==> config.mk <==
export PLATFORM = sky130hd
export DESIGN_NAME = sisc_fetch_unit
export DESIGN_NICKNAME = d
export VERILOG_FILES = /design/src/rtl/sisc_pkg.sv /design/src/rtl/sisc_fetch_unit_pc_reg.sv /design/src/rtl/sisc_fetch_unit.sv
export SDC_FILE = /design/constraint.sdc
export NUM_CORES = 1
export LEC_CHECK = 0
export CAP_MARGIN = 20
export CORE_UTILIZATION = 40
export CTS_CLUSTER_DIAMETER = 40
export DETAILED_ROUTE_END_ITERATION = 16
export MAX_ROUTING_LAYER = met4
export PLACE_DENSITY = 0.67
export SLEW_MARGIN = 10
export SYNTH_ARGS = -nofsm -noshare
export SYNTH_HDL_FRONTEND = slang
export SYNTH_SLANG_ARGS = --single-unit
==> constraint.sdc <==
create_clock -name clk -period 6.8 [get_ports clk]
set_clock_uncertainty 0.2 [all_clocks]
set_input_delay 1.36 -clock clk [delete_from_list [all_inputs] [get_ports clk]]
set_output_delay 1.36 -clock clk [all_outputs]
set_load 0.02 [all_outputs]
==> src/rtl/sisc_pkg.sv <==
// -----------------------------------------------------------------------------
// sisc_pkg
// Shared definitions for the SISC datapath: opcode and addressing-mode
// constants, instruction-register field positions, and the fetch-unit state
// encoding. Imported by the fetch unit and the PC register.
// -----------------------------------------------------------------------------
package sisc_pkg;

  // Opcodes (IR[31:28])
  localparam logic [3:0] OP_NOOP   = 4'd0;
  localparam logic [3:0] OP_LOD    = 4'd1;
  localparam logic [3:0] OP_STR    = 4'd2;
  localparam logic [3:0] OP_SWP    = 4'd3;
  localparam logic [3:0] OP_BRA    = 4'd4;
  localparam logic [3:0] OP_BRR    = 4'd5;
  localparam logic [3:0] OP_BNE    = 4'd6;
  localparam logic [3:0] OP_BNR    = 4'd7;
  localparam logic [3:0] OP_ALU_OP = 4'd8;
  localparam logic [3:0] OP_HLT    = 4'd15;

  // Addressing-mode value in the mm field selecting an immediate operand
  localparam logic [3:0] AM_IMM = 4'd8;

  // Instruction-register field positions (LSB of each field)
  localparam int IR_W       = 32;
  localparam int FLD_W      = 4;
  localparam int OPCODE_LSB = 28;
  localparam int MM_LSB     = 24;
  localparam int RD_LSB     = 20;
  localparam int RS_LSB     = 16;
  localparam int RT_LSB     = 12;
  localparam int IMM_LSB    = 0;
  localparam int IMM_W      = 16;

  // Fetch-unit state: WAIT means a request is outstanding on the memory port
  typedef enum logic {
    FETCH_IDLE = 1'b0,
    FETCH_WAIT = 1'b1
  } fetch_state_e;

  // Extract one 4-bit register/opcode field from an instruction word
  function automatic logic [FLD_W-1:0] ir_field(input logic [IR_W-1:0] ir,
                                                input int             lsb);
    return ir[lsb +: FLD_W];
  endfunction

  // Extract the 16-bit immediate from an instruction word
  function automatic logic [IMM_W-1:0] ir_imm(input logic [IR_W-1:0] ir);
    return ir[IMM_LSB +: IMM_W];
  endfunction

endpackage

==> src/rtl/sisc_fetch_unit_pc_reg.sv <==
// -----------------------------------------------------------------------------
// sisc_pc_reg
// Program counter register with its +1 incrementer and the absolute/relative
// branch-target mux.
//
// Ports
//   clk       clock, rising edge
//   rst_f     asynchronous active-low reset, PC -> 0
//   pc_rst_i  synchronous clear, highest priority
//   br_i      load the branch target this edge
//   inc_i     increment PC this edge (ignored when br_i is set)
//   br_sel_i  1 = absolute target (imm), 0 = relative target (PC + imm)
//   imm_i     immediate from the instruction register, two's complement
//   pc_o      current PC
// -----------------------------------------------------------------------------
module sisc_pc_reg
  import sisc_pkg::*;
#(
  parameter int AW = 16
) (
  input  logic             clk,
  input  logic             rst_f,
  input  logic             pc_rst_i,
  input  logic             br_i,
  input  logic             inc_i,
  input  logic             br_sel_i,
  input  logic [IMM_W-1:0] imm_i,
  output logic [AW-1:0]    pc_o
);

  logic [AW-1:0] pc_q;
  logic [AW-1:0] pc_d;
  logic [AW-1:0] imm_sx;
  logic [AW-1:0] imm_zx;
  logic [AW-1:0] br_tgt;

  // The relative offset is sign-extended so negative imm values branch
  // backwards; the absolute target uses imm as an unsigned address.
  assign imm_sx = AW'($signed(imm_i));
  assign imm_zx = AW'(imm_i);
  assign br_tgt = br_sel_i ? imm_zx : (pc_q + imm_sx);

  always_comb begin
    pc_d = pc_q;
    if (pc_rst_i) begin
      pc_d = '0;
    end else if (br_i) begin
      pc_d = br_tgt;
    end else if (inc_i) begin
      pc_d = pc_q + AW'(1);
    end
  end

  always_ff @(posedge clk or negedge rst_f) begin
    if (!rst_f) begin
      pc_q <= '0;
    end else begin
      pc_q <= pc_d;
    end
  end

  assign pc_o = pc_q;

endmodule

==> src/rtl/sisc_fetch_unit.sv <==
// -----------------------------------------------------------------------------
// sisc_fetch_unit
// PC, instruction register and instruction-memory front end of the SISC
// datapath. Takes the control FSM's PC/IR strobes, fetches instruction words
// over a variable-latency req/ack port and presents the decoded IR fields.
//
// Ports
//   clk, rst_f         clock (rising edge) / async active-low reset
//   pc_rst             sync PC clear and fetch abort
//   pc_write           PC update strobe; pc_sel picks sequential or branch
//   pc_sel, br_sel     0/1 = PC+1 / branch; branch absolute(1) / relative(0)
//   ir_load            start a fetch at the current PC
//   imem_req/addr      registered request and address, held until ack
//   imem_ack/rdata     read-data strobe and instruction word
//   fetch_busy         a fetch is outstanding
//   opcode..imm        continuous slices of the instruction register
//   pc_out             current PC
//   fetch_err          sticky: ack timeout or strobe issued mid-fetch
// -----------------------------------------------------------------------------
module sisc_fetch_unit
  import sisc_pkg::*;
#(
  parameter int AW          = 16,
  parameter int IW          = 32,
  parameter int ACK_TIMEOUT = 255
) (
  input  logic          clk,
  input  logic          rst_f,
  input  logic          pc_rst,
  input  logic          pc_write,
  input  logic          pc_sel,
  input  logic          br_sel,
  input  logic          ir_load,
  output logic          imem_req,
  output logic [AW-1:0] imem_addr,
  input  logic          imem_ack,
  input  logic [IW-1:0] imem_rdata,
  output logic          fetch_busy,
  output logic [3:0]    opcode,
  output logic [3:0]    mm,
  output logic [3:0]    rd,
  output logic [3:0]    rs,
  output logic [3:0]    rt,
  output logic [15:0]   imm,
  output logic [AW-1:0] pc_out,
  output logic          fetch_err
);

  // Wide enough to hold ACK_TIMEOUT; with the timeout disabled the counter
  // simply wraps and is never compared.
  localparam int CW = (ACK_TIMEOUT < 2) ? 1 : $clog2(ACK_TIMEOUT + 1);

  fetch_state_e  state_q, state_d;
  logic          req_q, req_d;
  logic [AW-1:0] addr_q, addr_d;
  logic [IW-1:0] ir_q, ir_d;
  logic          pend_q, pend_d;
  logic [CW-1:0] cnt_q, cnt_d;
  logic          err_q, err_d;

  logic          pc_inc;
  logic          pc_br;
  logic [AW-1:0] pc;
  logic [CW-1:0] cnt_inc;
  logic          timeout;
  logic          seq_wr;
  logic          br_wr;

  assign seq_wr  = pc_write & ~pc_sel;
  assign br_wr   = pc_write & pc_sel;
  assign cnt_inc = cnt_q + CW'(1);
  assign timeout = (ACK_TIMEOUT != 0) && (cnt_inc == CW'(ACK_TIMEOUT));

  always_comb begin
    state_d = state_q;
    req_d   = req_q;
    addr_d  = addr_q;
    ir_d    = ir_q;
    pend_d  = pend_q;
    cnt_d   = cnt_q;
    err_d   = err_q;
    pc_inc  = 1'b0;
    pc_br   = 1'b0;

    if (pc_rst) begin
      // Abort: any ack arriving this cycle is dropped; IR and error survive.
      state_d = FETCH_IDLE;
      req_d   = 1'b0;
      pend_d  = 1'b0;
      cnt_d   = '0;
    end else begin
      unique case (state_q)
        FETCH_IDLE: begin
          if (br_wr) begin
            pc_br = 1'b1;
          end else if (seq_wr && !ir_load) begin
            pc_inc = 1'b1;
          end
          if (ir_load) begin
            // Fetch from the PC as it is now; a sequential increment issued
            // alongside is held back until the word arrives.
            addr_d  = pc;
            req_d   = 1'b1;
            cnt_d   = '0;
            pend_d  = seq_wr;
            state_d = FETCH_WAIT;
          end
        end
        FETCH_WAIT: begin
          if (ir_load || br_wr) begin
            err_d = 1'b1;
          end
          if (imem_ack) begin
            ir_d    = imem_rdata;
            req_d   = 1'b0;
            cnt_d   = '0;
            pend_d  = 1'b0;
            state_d = FETCH_IDLE;
            pc_inc  = pend_q | seq_wr;
          end else if (timeout) begin
            req_d   = 1'b0;
            err_d   = 1'b1;
            pend_d  = 1'b0;
            cnt_d   = '0;
            state_d = FETCH_IDLE;
          end else begin
            cnt_d = cnt_inc;
            if (seq_wr) begin
              pend_d = 1'b1;
            end
          end
        end
        default: begin
          state_d = FETCH_IDLE;
          req_d   = 1'b0;
        end
      endcase
    end
  end

  always_ff @(posedge clk or negedge rst_f) begin
    if (!rst_f) begin
      state_q <= FETCH_IDLE;
      req_q   <= 1'b0;
      addr_q  <= '0;
      ir_q    <= '0;
      pend_q  <= 1'b0;
      cnt_q   <= '0;
      err_q   <= 1'b0;
    end else begin
      state_q <= state_d;
      req_q   <= req_d;
      addr_q  <= addr_d;
      ir_q    <= ir_d;
      pend_q  <= pend_d;
      cnt_q   <= cnt_d;
      err_q   <= err_d;
    end
  end

  sisc_pc_reg #(
    .AW (AW)
  ) u_pc_reg (
    .clk      (clk),
    .rst_f    (rst_f),
    .pc_rst_i (pc_rst),
    .br_i     (pc_br),
    .inc_i    (pc_inc),
    .br_sel_i (br_sel),
    .imm_i    (ir_imm(ir_q[IR_W-1:0])),
    .pc_o     (pc)
  );

  assign imem_req   = req_q;
  assign imem_addr  = addr_q;
  assign fetch_busy = (state_q == FETCH_WAIT);
  assign fetch_err  = err_q;
  assign pc_out     = pc;

  // imm and rt overlap: rt is the top nibble of the immediate.
  assign opcode = ir_field(ir_q[IR_W-1:0], OPCODE_LSB);
  assign mm     = ir_field(ir_q[IR_W-1:0], MM_LSB);
  assign rd     = ir_field(ir_q[IR_W-1:0], RD_LSB);
  assign rs     = ir_field(ir_q[IR_W-1:0], RS_LSB);
  assign rt     = ir_field(ir_q[IR_W-1:0], RT_LSB);
  assign imm    = ir_imm(ir_q[IR_W-1:0]);

endmodule

==> impl_metrics.ini, run 1 <==
[drt]
post_drt_via_cell_ratio = 5.61
routed_wl_um = 11300
route.detailed.wl_per_inst_um = 16.8
drt_iter0_drc = 265
drt_pass1_iterations = 5
final_antenna_net_count = 0
via_count = 3768
drc = 0

[timing]
slew_violations = 0
fin_hold_ws_ps = 290
finalHoldViolCount = 0
fin_crit_sh_pct = 55.7
fin_setup_tns_ps = 0
setup_viol = 0
min_period_ps = 3790
fmax_mhz = 264
rsz0062_at_grt = false
worst_slack_ps = 3010
worst_pin_slew_ps = 1030
relSlewSlack_pct = 31.4

[setup_path]
crit_type = input pin to register
worstPathCellList = clkdlybuf4s50_1 > or3_1 > nor2_1 > nand3_1 > nor2_1 > a31oi_1 > a32o_1
critical_path.startpoint_type = input pin
cp_max_fo = 18
cpPeakStageDelay_ps = 760
cp.arrival_ps = 3830
worst-r2r-setup-slack_ps = 4070
rr_endpoint = u_pc_reg.pc_o[14]
crit_slowest_cell = clkdlybuf4s50_1
rr_startpoint = u_pc_reg.pc_o[0]
critPathMostFrequentCell = nor2_1
required_ps = 6840
r2r_cells = 10
cp-end-kind = register

[pwr]
power.total_uw = 1540
sw_frac_of_total_pct = 33.5
vdd_ir_drop_max_mv = 0.147
intPower_uw = 1020
pwr-share-seq_pct = 38.4
power_density_mw_per_mm2 = 266
switchingPower_uw = 516
cellLeakagePower_uw = 0.00247
combPwrFrac_pct = 33.6
clkPwrFrac_pct = 28.0

[yosys]
syn-num-nets = 483
synth-seq-area-share_pct = 43.9
synth.cell_area_mm2 = 0.00433
synth-xor-area-share_pct = 4.24
synth_top_family_by_area = compound AO/OA/AOI/OAI gates
synthMuxAreaShare_pct = 12.9
async_reset_ff_share_pct = 100
synthAdderAreaFrac_pct = 5.66
postSynthAreaPerCell_um2 = 10.2
synth_compound_area_share_pct = 16.9
synth_simple_gate_area_share_pct = 13.6
synth-main-ff-cell = dfrtp_1
ys_warn_count = 0
ys_ff_latch = 76
ys_types = 57
synth_edf_count = 0
netlist_instances = 424

[clock_network]
cts.sink_count = 76
htreeDepth = 3
ctsResizeCount = 0
root_buffer = clkbuf_8
postCtsSetupRepairBufs = 0
insertion_delay_ps = 350
cts.reportedPaths.clkPinSlew_ps = 80
cts_buffer_depth = 2
cts_buffers = 9
hold_buffers = 0
cts_tree = done

[die]
start_util_pct = 41.6
dieWidth_um = 106
ios = 111
rows = 37
die_area_mm2 = 0.0113
dieHeight_um = 106
core_mm2 = 0.0104

[finish]
fin_cells = 672
area_growth_pct = 33.5
drive_above_1_share_pct = 5.78
insertedDiodeCount = 0
fin_nets = 590

[global_route]
gr-total-overflow = 0
grt_pass1_wl_um = 18400
grt_use_total_pct = 21.4
antenna_found_initial = 0
grt_max_degree = 77
grt_pass1_vias = 3629

[min_path]
min_path_type = register to register
min_to = imem_addr[10]
min_from = imem_addr[10]
hold_path_depth = 1

[placement]
dp_hpwl_um = 8180
dpl.cell_count = 655
portBuffers = 110
pre_cts_slack_ps = 2540
gp_congestion = 0.915

[flow_run]
maxCapViolations = 0

[status]
status = complete, no violations
## state kept, by name (all words and copies together) (netlist names)
name           flops
cnt_q              8
u_pc_reg.pc_o     16
imem_addr         16
pend_q             1
fetch_err          1
ir_q              32
imem_req           1
fetch_busy         1
## how the worst max path moves through the flow
stage                      start                 to  cells past startpoint
final                     pc_rst  u_pc_reg.pc_o[12]                      7
after global routing      pc_rst  u_pc_reg.pc_o[12]                      7
after CTS                 pc_rst  u_pc_reg.pc_o[13]                      5
after detailed placement  pc_rst  u_pc_reg.pc_o[13]                      5
after global placement    pc_rst   u_pc_reg.pc_o[9]                      5
after floorplan           pc_rst   u_pc_reg.pc_o[6]                      7
## per-stage QoR
stage               instance area [µm²]  utilization, %
global placement                   5530            53.1
detailed placement                 5530            53.1
finish                             5790            55.6
floorplan                          4330               -
global route                       5790            55.6
CTS                                5780            55.5
## cells in the mapped netlist, types with 5 or more instances
cell      instances  area, µm²
nand4_1           8       50.1
nand2b_1          8       50.1
a21oi_1          32        160
xnor2_1           8       70.1
dfrtp_1          76       1900
nand3_1           9       45.0
clkbuf_1          7       26.3
o21ai_1          22        110
nor3_1            5       25.0
o31ai_1           7       52.6
inv_1             8       30.0
nor2_1           28        105
nand2_1          38        143
a21o_1            7       52.6
nor2b_1           6       37.5
mux2_1           45        507
o22ai_1           6       37.5
ha_1             18        225
xor2_1           13        114
o21ai_0           5       25.0
## layout by cell type (no fill, tap or decap), types with 4 or more instances in the layout
| cell | instances |
|---|---|
| mux2_1 | 45 |
| o22ai_1 | 6 |
| nand2_1 | 38 |
| inv_1 | 8 |
| xor2_1 | 13 |
| o21ai_1 | 22 |
| nand4_1 | 8 |
| xnor2_1 | 8 |
| o31ai_1 | 7 |
| and2_1 | 4 |
| nand3_1 | 9 |
| o21ai_0 | 5 |
| ha_1 | 18 |
| clkbuf_8 | 10 |
| a31oi_1 | 4 |
| a21oi_1 | 32 |
| buf_4 | 4 |
| clkdlybuf4s50_1 | 109 |
| nor2b_1 | 6 |
| a21o_1 | 7 |
| nand2b_1 | 8 |
| nor3_1 | 5 |
| dfrtp_1 | 76 |
| and3_1 | 4 |
| o211ai_1 | 4 |
| nor2_1 | 28 |
| a211oi_1 | 4 |
## cell families after synthesis
logic type                 Yosys count
buffers and inverters               26
AOI/OAI and AO/OA                  112
xor gates and xnor gates            21
DFF                                 76
adders and majority gates           19
and+or+nand+nor                    120
muxes                               50
## worst max-delay path: cells and delay by family
family	cells	cell delay, ps
AOI/OAI and AO/OA	2	330
buffers and inverters	1	760
and+or+nand+nor	4	1380
## layer usage
layer,share of wire [%],vias up,routed length [µm],track usage (%)
met4,2.1,0,238,7.24
met3,4.9,21,552,3.80
met1,44,1831,4980,27.7
li1,-,1769,-,-
met2,49,147,5550,34.1
met5,0,-,0,-
## power groups by stage
stage | Sequential [µW] | Clock [µW] | Combinational (µW)
finish | 591 | 431 | 518
global route | 602 | 456 | 555
detailed placement | 601 | 0 | 518
global placement | 599 | 0 | 509
floorplan | 666 | 0 | 212
CTS | 592 | 440 | 519
## final cells by class
type | count | area [µm²]
fill | 909 | 4630
multi-input combinational | 322 | 2310
sequential | 76 | 1900
timing repair buffer | 113 | 1120
tap | 136 | 170
clock buffer | 10 | 138
clock inverter | 6 | 111
inverter | 9 | 33.8
(Power assumes the default switching activity.)
==> run 2, diff against run 1 <==
Clock period 6.8 ns to 3.7 ns, I/O delays scaled along.
==> run 2 against run 1 <==
  * Global-route usage rose by 1.0 points
  * Sequential power is 84% higher
  * Sequential share of layout area about the same
  * Routed wire length rose by 2.5%
  * Final cell count rose by 0.89%
  * Via count shrank 1.3%
  * Largest power group unchanged
  * Highest routed layer unchanged
==> impl_metrics.ini, run 2 (synthesized netlist as in run 1, its figures left out) <==
[setup_path]
cp-end-kind = register
worst-r2r-setup-slack_ps = 950
crit_type = input pin to register
cpPeakStageDelay_ps = 630
cp.arrival_ps = 2860
crit_slowest_cell = o31ai_1
critical_path.startpoint_type = input pin
worstPathCellList = clkdlybuf4s50_1 > nand2b_1 > o31ai_1 > nor2_1 > o31ai_1 > o221a_1 > a21o_1
cp_top_family = compound AO/OA/AOI/OAI gates
r2r_cells = 8
rr_startpoint = u_pc_reg.pc_o[6]
rr_endpoint = u_pc_reg.pc_o[15]
critPathMostFrequentCell = o31ai_1
required_ps = 3800
critPathBufInv = 1
cp_max_fo = 6
worst-path-stages = 7

[clock_network]
cts_buffers = 9
cts_buffer_depth = 2
cts.sink_count = 76
cts_tree = done
ctsResizeCount = 0
cts.reportedPaths.clkPinSlew_ps = 100
postCtsSetupRepairBufs = 0
hold_buffers = 0
root_buffer = clkbuf_8
htreeDepth = 3
insertion_delay_ps = 360

[pwr]
cellLeakagePower_uw = 0.00247
vdd_ir_drop_max_mv = 0.270
power_density_mw_per_mm2 = 460

[drt]
routed_wl_um = 11600
drc = 0
post_drt_via_cell_ratio = 5.49
drt_pass1_iterations = 4
via_count = 3719
drt_iter0_drc = 230
final_antenna_net_count = 0
route.detailed.wl_per_inst_um = 17.1

[finish]
fillerInstances = 973
mostFrequentLayoutCells = 109 x clkdlybuf4s50_1, 76 x dfrtp_1, 45 x mux2_1, 38 x nand2_1, 32 x a21oi_1
fin_util_pct = 55.6
layout_commonest_cell = clkdlybuf4s50_1
regMostFlops = ir_q
insertedDiodeCount = 0
area_growth_pct = 33.6
largest_reg_flops = 32
seq_area_mm2 = 0.00190
multi_input_area_mm2 = 0.00231
fin_nets = 596
drive_above_1_share_pct = 6.83

[global_route]
antenna_found_initial = 0
grt_use_total_pct = 22.5
grt_max_degree = 77
gr-total-overflow = 0
grt_pass1_wl_um = 19200
grt_pass1_vias = 3808

[die]
dieHeight_um = 106
ios = 111
die_area_mm2 = 0.0113
core_mm2 = 0.0104
rows = 37
dieWidth_um = 106
start_util_pct = 41.6

[placement]
gp_congestion = 0.879
portBuffers = 110
dp_hpwl_um = 8410

[timing]
min_period_ps = 2760
fmax_mhz = 363
fin_hold_ws_ps = 132
fin_setup_tns_ps = 0
setup_viol = 0
worst_pin_slew_ps = 810
slew_violations = 0
rsz0062_at_grt = false
finalHoldViolCount = 0
fin_crit_sh_pct = 74.5
relSlewSlack_pct = 45.8

[min_path]
min_path_type = input pin to asynchronous set/reset pin

[flow_run]
maxCapViolations = 0

[status]
status = complete, no violations
run 2: area by class of cell:
class                      count  area share, %
clock buffer                   9           2.14
multi-input combinational    322           39.9
clock inverter                 7          0.994
tap                          136           2.94
sequential                    76           32.9
timing repair buffer         119           20.6
inverter                       9          0.584
run 2: where the power goes:
| group | leakage (µW) | internal [µW] | switching (µW) |
|---|---|---|---|
| Combinational | 0.00140 | 467 | 493 |
| Clock | 0.0000886 | 254 | 364 |
| Sequential | 0.000984 | 955 | 130 |
run 2: worst max-delay path by stage:
stage                           from                end  slack [ps]
CTS                 u_pc_reg.pc_o[6]  u_pc_reg.pc_o[15]         960
detailed placement            pc_sel   u_pc_reg.pc_o[9]         620
global route                cnt_q[0]           cnt_q[5]         750
global placement              pc_rst  u_pc_reg.pc_o[12]         740
floorplan           u_pc_reg.pc_o[0]  u_pc_reg.pc_o[12]        1240
finish                        pc_sel   u_pc_reg.pc_o[9]         940
run 2: metal layers:
metal,share of wire (%),GRT usage [%],vias up
li1,-,-,1776
met5,0,-,-
met2,49,36.4,90
met3,3.0,3.56,14
met4,1.4,6.65,0
met1,47,29.1,1839
run 2: per-stage QoR:
stage,total power [µW],instances,cell area [µm²],worst slack [ps]
global placement,2040,661,5590,739
global route,2810,678,5790,749
finish,2660,678,5790,943
CTS,2690,677,5770,959
detailed placement,2060,661,5590,620
floorplan,1610,424,4330,1240
==> run 3, diff against run 2 <==
Settings changed: PLACE_DENSITY 0.67 to 0.7.
Clock period 3.7 ns to 2.4 ns, I/O delays scaled along.
==> run 3 against run 2 <==
  * Sequential share of layout area is 4.1 points lower
  * Routed wire length is 9.6% higher
  * Critical path depth is 1 higher
  * Global-route usage is 1.9 points higher
  * Hold slack better by 150 ps
  * Critical endpoint is now u_pc_reg.pc_o[13]
  * Largest cell class unchanged
  * Highest routed layer unchanged
==> impl_metrics.ini, run 3 (synthesized netlist as in run 1, its figures left out) <==
[drt]
drt_iter0_drc = 208
route.detailed.wl_per_inst_um = 16.7
routed_wl_um = 12700
post_drt_via_cell_ratio = 5.32
via_count = 4040
drt_pass1_iterations = 4
drc = 0
final_antenna_net_count = 0

[die]
dieHeight_um = 106
dieWidth_um = 106
rows = 37
ios = 111
die_area_mm2 = 0.0113
core_mm2 = 0.0104
start_util_pct = 41.6

[timing]
finalHoldViolCount = 0
worst_slack_ps = 65.3
setup_viol = 0
slew_violations = 0
fin_crit_sh_pct = 97.3
worst_pin_slew_ps = 499
min_period_ps = 2330
relSlewSlack_pct = 66.7
fmax_mhz = 428

[setup_path]
worst-r2r-setup-slack_ps = 70
required_ps = 2450
rr_startpoint = ir_q[6]
crit_type = register to register
rr_endpoint = u_pc_reg.pc_o[13]
critical_path.startpoint_type = register
cp-startpoint = ir_q[6]
r2r_cells = 8
cp_max_fo = 4
cp-end-kind = register
cp.arrival_ps = 2380

[pwr]
vdd_ir_drop_max_mv = 0.442
power.total_uw = 4600
cellLeakagePower_uw = 0.00291
power_density_mw_per_mm2 = 695

[min_path]
min_to = fetch_err
min_path_type = register to register
min_from = fetch_err
hold_path_depth = 1

[placement]
dp_hpwl_um = 9560
dpl.cell_count = 735
portBuffers = 110
gp_congestion = 0.939
pre_cts_slack_ps = -213

[clock_network]
cts_tree = done
cts_buffer_depth = 2
htreeDepth = 3
cts_buffers = 9
cts.reportedPaths.clkPinSlew_ps = 90
root_buffer = clkbuf_8
cts.sink_count = 76
insertion_delay_ps = 350

[finish]
drive_above_1_share_pct = 22.3
fin_cells = 760
area_growth_pct = 52.7
largest_reg_flops = 32
regMostFlops = ir_q
mostFrequentLayoutCells = 109 x clkdlybuf4s50_1, 87 x buf_4, 75 x dfrtp_1, 45 x mux2_1, 38 x nand2_1
insertedDiodeCount = 0
fin_nets = 678
layout_commonest_cell = clkdlybuf4s50_1

[global_route]
grt_pass1_wl_um = 20800
gr-total-overflow = 0
grt_use_total_pct = 24.4
antenna_found_initial = 0
grt_max_degree = 39
grt_pass1_vias = 4205

[flow_run]
maxCapViolations = 0

[status]
status = complete, no violations
run 3: layout make-up:
cell class	count	area, µm²
Fill cell	884	3800
Multi-Input combinational cell	322	2470
Sequential cell	76	1900
Timing Repair Buffer	201	1830
Tap cell	136	170
Clock buffer	9	124
Clock inverter	7	82.6
Inverter	9	33.8
run 3: routing by layer:
| metal | share of wire, % | routed length [µm] | GRT usage (%) | up-vias |
|---|---|---|---|---|
| met3 | 4.5 | 567 | 3.62 | 30 |
| met4 | 2.4 | 309 | 9.33 | 0 |
| met1 | 42 | 5370 | 29.1 | 1948 |
| met2 | 51 | 6470 | 41.6 | 123 |
| li1 | - | - | - | 1939 |
| met5 | 0 | 0 | - | - |
run 3: metrics by stage:
| stage | util, % | cell area [µm²] | setup TNS (ps) | hold WS [ps] |
|---|---|---|---|---|
| detailed placement | 59.4 | 6180 | -965 | 254 |
| finish | 63.6 | 6620 | 0 | 278 |
| global route | 63.6 | 6620 | -17.0 | 299 |
| floorplan | - | 4340 | 0 | -15.6 |
| global placement | 59.4 | 6180 | -412 | 251 |
| CTS | 61.7 | 6430 | 0 | 275 |
run 3: power by group:
group | switching, µW | total (µW) | leakage [µW] | internal (µW)
combinational | 928 | 1930 | 0.00183 | 1000
clock | 558 | 1060 | 0.0000984 | 497
sequential | 144 | 1620 | 0.000983 | 1470
run 3: worst max-delay path by stage:
stage	slack, ps	end	cells after the start
2_1_floorplan	30	u_pc_reg.pc_o[15]	8
3_3_place_gp	-170	u_pc_reg.pc_o[10]	8
3_5_place_dp	-210	u_pc_reg.pc_o[10]	8
4_1_cts	0.3	cnt_q[5]	7
5_1_grt	-8	cnt_q[5]	8
6_report	70	u_pc_reg.pc_o[13]	8
run 3: worst max-delay path, cell delays in order, from the launching register on:
cell	delay [ps]
dfrtp_1	430
ha_4	310
nand2_1	60
buf_4	130
or3_1	340
o211ai_1	270
xnor2_1	150
nand2_1	80
a32o_1	260
run 3: timing repair:
action                     in CTS  in global routing
gates resized for setup         7                 18
setup endpoints to repair       9                 15
gates cloned                    0                  0
hold endpoints to repair       36                  0
hold buffers                    1                  0
setup buffers                   0                  9
pin swaps                       3                 11
